<file path="src/rtl/nibble_serial_mag_cmp.sv">
// Purpose : four_bit_gt is a 4-bit unsigned greater-than cell; nibble_serial_mag_cmp
//           compares two 4*NIBBLES-bit unsigned operands one nibble per clock, MSB first.
// Latency : cell is combinational; the comparator's done follows the accept edge by k cycles
//           (k = first differing nibble from MSB, 1-based, or NIBBLES when equal).
// Backpr. : none; start is only honoured in IDLE, a start seen in RUN or DONE is dropped.
//
// four_bit_gt ports:
//   a, b  : 4-bit unsigned nibbles
//   gt    : a > b
//
// nibble_serial_mag_cmp ports:
//   clk, reset        : rising-edge clock, synchronous active-high reset
//   start             : request, accepted only in IDLE
//   a, b              : operands, captured on the accept edge
//   busy              : high while nibbles are being compared
//   done              : one-cycle pulse, flags valid from this cycle on
//   agtb, aeqb, altb  : one-hot result, held until the next accept or reset

module four_bit_gt (
  input  logic [3:0] a,
  input  logic [3:0] b,
  output logic       gt
);

  // Ripple from the MSB: a wins at bit i if all higher bits are equal
  // and a[i]=1, b[i]=0.
  logic [3:0] eq_bit;
  logic [3:0] win_bit;

  assign eq_bit  = ~(a ^ b);
  assign win_bit = a & ~b;

  assign gt = win_bit[3]
            | (eq_bit[3] & win_bit[2])
            | (eq_bit[3] & eq_bit[2] & win_bit[1])
            | (eq_bit[3] & eq_bit[2] & eq_bit[1] & win_bit[0]);

endmodule

module nibble_serial_mag_cmp #(
  parameter int NIBBLES = 4
) (
  input  logic                 clk,
  input  logic                 reset,
  input  logic                 start,
  input  logic [4*NIBBLES-1:0] a,
  input  logic [4*NIBBLES-1:0] b,
  output logic                 busy,
  output logic                 done,
  output logic                 agtb,
  output logic                 aeqb,
  output logic                 altb
);

  localparam int W    = 4 * NIBBLES;
  localparam int IDXW = (NIBBLES > 1) ? $clog2(NIBBLES) : 1;

  typedef enum logic [1:0] {
    IDLE = 2'd0,
    RUN  = 2'd1,
    DONE = 2'd2
  } state_t;

  state_t          state;
  logic [W-1:0]    a_q;
  logic [W-1:0]    b_q;
  logic [IDXW-1:0] idx;

  logic [3:0]      a_nib;
  logic [3:0]      b_nib;
  logic            gt;
  logic            lt;

  // Nibble select as an explicit mux over legal positions, so idx widths
  // wider than needed (non power-of-two NIBBLES) never address past W.
  always_comb begin
    a_nib = 4'h0;
    b_nib = 4'h0;
    for (int i = 0; i < NIBBLES; i++) begin
      if (idx == IDXW'(i)) begin
        a_nib = a_q[4*i +: 4];
        b_nib = b_q[4*i +: 4];
      end
    end
  end

  // Same cell twice with swapped operands: neither set means nibbles equal.
  four_bit_gt u_a_gt_b (
    .a  (a_nib),
    .b  (b_nib),
    .gt (gt)
  );

  four_bit_gt u_b_gt_a (
    .a  (b_nib),
    .b  (a_nib),
    .gt (lt)
  );

  always_ff @(posedge clk) begin
    if (reset) begin
      state <= IDLE;
      busy  <= 1'b0;
      done  <= 1'b0;
      agtb  <= 1'b0;
      aeqb  <= 1'b0;
      altb  <= 1'b0;
      a_q   <= '0;
      b_q   <= '0;
      idx   <= '0;
    end else begin
      case (state)
        IDLE: begin
          done <= 1'b0;
          if (start) begin
            a_q   <= a;
            b_q   <= b;
            idx   <= IDXW'(NIBBLES - 1);
            agtb  <= 1'b0;
            aeqb  <= 1'b0;
            altb  <= 1'b0;
            busy  <= 1'b1;
            state <= RUN;
          end
        end

        RUN: begin
          if (gt) begin
            agtb  <= 1'b1;
            busy  <= 1'b0;
            done  <= 1'b1;
            state <= DONE;
          end else if (lt) begin
            altb  <= 1'b1;
            busy  <= 1'b0;
            done  <= 1'b1;
            state <= DONE;
          end else if (idx == '0) begin
            // Last nibble matched: operands equal. idx never wraps.
            aeqb  <= 1'b1;
            busy  <= 1'b0;
            done  <= 1'b1;
            state <= DONE;
          end else begin
            idx <= idx - IDXW'(1);
          end
        end

        DONE: begin
          // start is ignored here; the next accept is in IDLE.
          done  <= 1'b0;
          state <= IDLE;
        end

        default: begin
          busy  <= 1'b0;
          done  <= 1'b0;
          state <= IDLE;
        end
      endcase
    end
  end

endmodule

</file>
<file path="config.mk">
export PLATFORM = sky130hd
export DESIGN_NAME = nibble_serial_mag_cmp
export DESIGN_NICKNAME = d
export VERILOG_FILES = /design/src/rtl/nibble_serial_mag_cmp.sv
export SDC_FILE = /design/constraint.sdc
export NUM_CORES = 1
export LEC_CHECK = 0
export CAP_MARGIN = 20
export CORE_MARGIN = 2
export CORE_UTILIZATION = 57
export CTS_BUF_LIST = sky130_fd_sc_hd__clkbuf_4 sky130_fd_sc_hd__clkbuf_8
export DETAILED_ROUTE_END_ITERATION = 12
export PLACE_DENSITY_LB_ADDON = 0.08
export SLEW_MARGIN = 30
export SYNTH_ARGS = -nofsm -noshare
export SYNTH_HDL_FRONTEND = slang
export SYNTH_SLANG_ARGS = --single-unit
</file>
<file path="constraint.sdc">
create_clock -name clk -period 7.3 [get_ports clk]
set_clock_uncertainty 0.2 [all_clocks]
set_input_delay 1.46 -clock clk [delete_from_list [all_inputs] [get_ports clk]]
set_output_delay 1.46 -clock clk [all_outputs]
set_load 0.01 [all_outputs]
</file>
==> run_results.csv <==
group,metric,value,unit
hold_path,min_from,"b_q[11]",
clock_network,numCtsBuffers,5,
layout,num_antenna_cells,0,
hold_path,worstHoldEndpoint,"b_q[11]",
pwr,total_power,0.812,mW
sta,post-route-period-util,0.466,
pwr,leakage,0.989,nW
worst_setup_path,cp_max_fo,16,
synthesis,yosysSeqAreaShare,0.401,
worst_setup_path,crit_path_start_kind,"register",
worst_setup_path,crit_arrival,3.49,ns
clock_network,clk_pin_slew_worst_paths,0.12,ns
floorplanning,coreArea,3390,µm²
worst_setup_path,critPathRequiredTime,7.39,ns
routing,final_antenna_net_count,0,
routing,drcViolationCount,0,
synthesis,syn_area,2050,µm²
global_routing,overflow,0,
clock_network,postCtsResizedCells,0,
sta,drv_slew,0,
worst_setup_path,reg2reg_to,"idx[0]",
outcome,status,"finished, final reports clean",
synthesis,syn_inst,262,
worst_setup_path,crit_type,"reg2reg",
layout,area_delta_synth_final,21.9,%
routing,wirelength,4290,µm
place,dp_hpwl,2900,µm
sta,fmax,0.294,GHz
worst_setup_path,crit_path_end_kind,"register",
clock_network,postCtsHoldBufs,0,
synthesis,synth_nets,307,
layout,final_layout_size_suffix_gt1_frac,0.0546,
sta,finalCriticalPeriod,3.40,ns
synthesis,ys_warn_count,0,
sta,fin_setup_tns,0,ns
global_routing,antenna_found_initial,0,
routing,dr.pass1.iters,4,
sta,rsz0062_at_grt,"no",
routing,num_vias,1846,
worst_setup_path,ff2ff_setup_slack,3.90,ns
worst_setup_path,reg2reg_depth,12,
clock_network,insertion_delay,0.36,ns
sta,setup_viol,0,
sta,hold_viol,0,
synthesis,ys_seq_elements,41,
clock_network,cts.path.max_buffers,2,
floorplanning,die_y,63.9,µm
routing,vias_per_cell,5.45,
floorplanning,io-pin-count,40,
clock_network,cts_tree,"yes",
place,gp_congestion,0.794,
place,post-place-ws,3.95,ns
hold_path,hp-class,"reg2reg",
sta,worstMarginPinSlew,0.777,ns
global_routing,first_global_vias,1763,
global_routing,grt.total_usage,0.234,
synthesis,avgSynthCellArea,7.81,µm²
clock_network,cts_setup_buffers,0,
place,numPortBuffers,39,
clock_network,cts_root_buf,"clkbuf_4",
global_routing,grt_max_degree,41,
job,maxCapViolCount,0,
layout,most-common-layout-cells,"72 x nand2_1, 54 x a21oi_1, 41 x dfxtp_1, 39 x clkdlybuf4s50_1, 10 x ha_1",
worst_setup_path,timing.rr.start,"idx[0]",
global_routing,grt_pass1_wl,7480,µm
synthesis,yosysUniqueCellTypes,35,
clock_network,cts.sinks,41,
floorplanning,die_x,63.9,µm
sta,max_slew_margin,0.482,
floorplanning,initial_core_util,0.604,
layout,final_nets,338,
pwr,ir_worst_vdd,0.182,mV
floorplanning,placementRows,21,
sta,setup_ws,3.90,ns
floorplanning,die_area,4090,µm²
clock_network,h-tree-depth,2,
routing,post_drt_wl_per_cell,12.7,µm
hold_path,min_delay_path_depth,2,
layout,final_common_cell,"nand2_1",
pwr,p_per_area,325,nW/µm²
routing,drt_iter0_markers,141,
## metrics by stage
step / cells / utilization / area, µm² / hold WS [ns]
5_1_grt: 339 / 0.736 / 2500 / 0.288
3_5_place_dp: 332 / 0.719 / 2440 / 0.247
6_report: 339 / 0.736 / 2500 / 0.263
3_3_place_gp: 332 / 0.717 / 2430 / 0.244
2_1_floorplan: 262 / - / 2050 / 0.236
4_1_cts: 339 / 0.736 / 2500 / 0.264
## cell families (layout without fill, tap and decap cells)
group	after synthesis	in the layout	synth area share
AO/OA/AOI/OAI	82	82	0.259
XOR/XNOR	1	1	0.00428
adder cells (fa/ha/maj)	10	10	0.0611
buffers and inverters	23	54	0.0477
flip-flops	41	41	0.401
AND/OR/NAND/NOR	105	105	0.227
## layout make-up
class / count / area [µm²]
Tap cell: 46 / 57.6
Timing Repair Buffer: 40 / 398
Clock inverter: 1 / 7.51
Fill cell: 293 / 893
Multi-Input combinational cell: 198 / 1130
Clock buffer: 6 / 51.3
Sequential cell: 41 / 821
Inverter: 7 / 26.3
## synthesized netlist by cell type (all sizes together)
cell type   n  area share
xnor2       1      0.0043
a21o        9       0.033
buf         2      0.0092
a221oi      2       0.015
o211a       1      0.0049
nor3b       2      0.0073
o32ai       1      0.0043
o311ai      1       0.013
and2        2      0.0061
dfxtp      41        0.40
o22ai       1      0.0031
and3        1      0.0031
nand2b      2      0.0061
inv         7       0.013
a21oi      54        0.13
a211oi      4       0.015
ha         10       0.061
a32oi       1      0.0043
o21a        1      0.0037
nand2      72        0.13
nand3b      9       0.033
nand3       3      0.0073
nor4        1      0.0031
or2b        2      0.0073
a2bb2oi     1      0.0073
nor2        9       0.017
nor3        1      0.0024
clkbuf     14       0.026
o21ai       2      0.0049
o211ai      1      0.0061
nor2b       1      0.0031
a22o        1      0.0043
a31o        1      0.0043
a41oi       1      0.0043
## layer usage
layer  up-vias  track usage  wire length, µm
li1        957            -                -
met1       835        0.287             2010
met2        45        0.385             1990
met3         9       0.0546              214
met4         0        0.109               80
met5         -            0                0
## power by group
part	internal (mW)	leakage [nW]	switching [mW]
Clock	0.0451	0.0303	0.0745
Combinational	0.162	0.621	0.236
Sequential	0.265	0.337	0.0292
Total	0.472	0.989	0.339
## how the worst max path moves through the flow
stage | start | end | depth (start not counted)
after floorplan | idx[0] | idx[0] | 13
after global placement | start | altb | 4
after detailed placement | start | altb | 4
after CTS | idx[0] | idx[0] | 12
after global routing | idx[1] | idx[0] | 13
final | idx[0] | idx[0] | 12
## flip-flops by register name (all words and copies together), names as in the netlist
signal,flops
idx,2
aeqb,1
altb,1
state,2
b_q,16
agtb,1
a_q,16
busy,1
done,1
## worst max-delay path, cell delays in order (launching register included)
cell,delay (ns)
dfxtp_1,0.44
ha_1,0.52
nand3b_1,0.18
a21oi_1,0.07
a21oi_1,0.15
nor2_1,0.08
a21o_1,0.20
ha_1,0.33
a21o_1,0.20
a211oi_1,0.42
a31o_2,0.24
o311ai_4,0.12
o22ai_1,0.18
No activity file was read; power rests on OpenSTA's default activity.
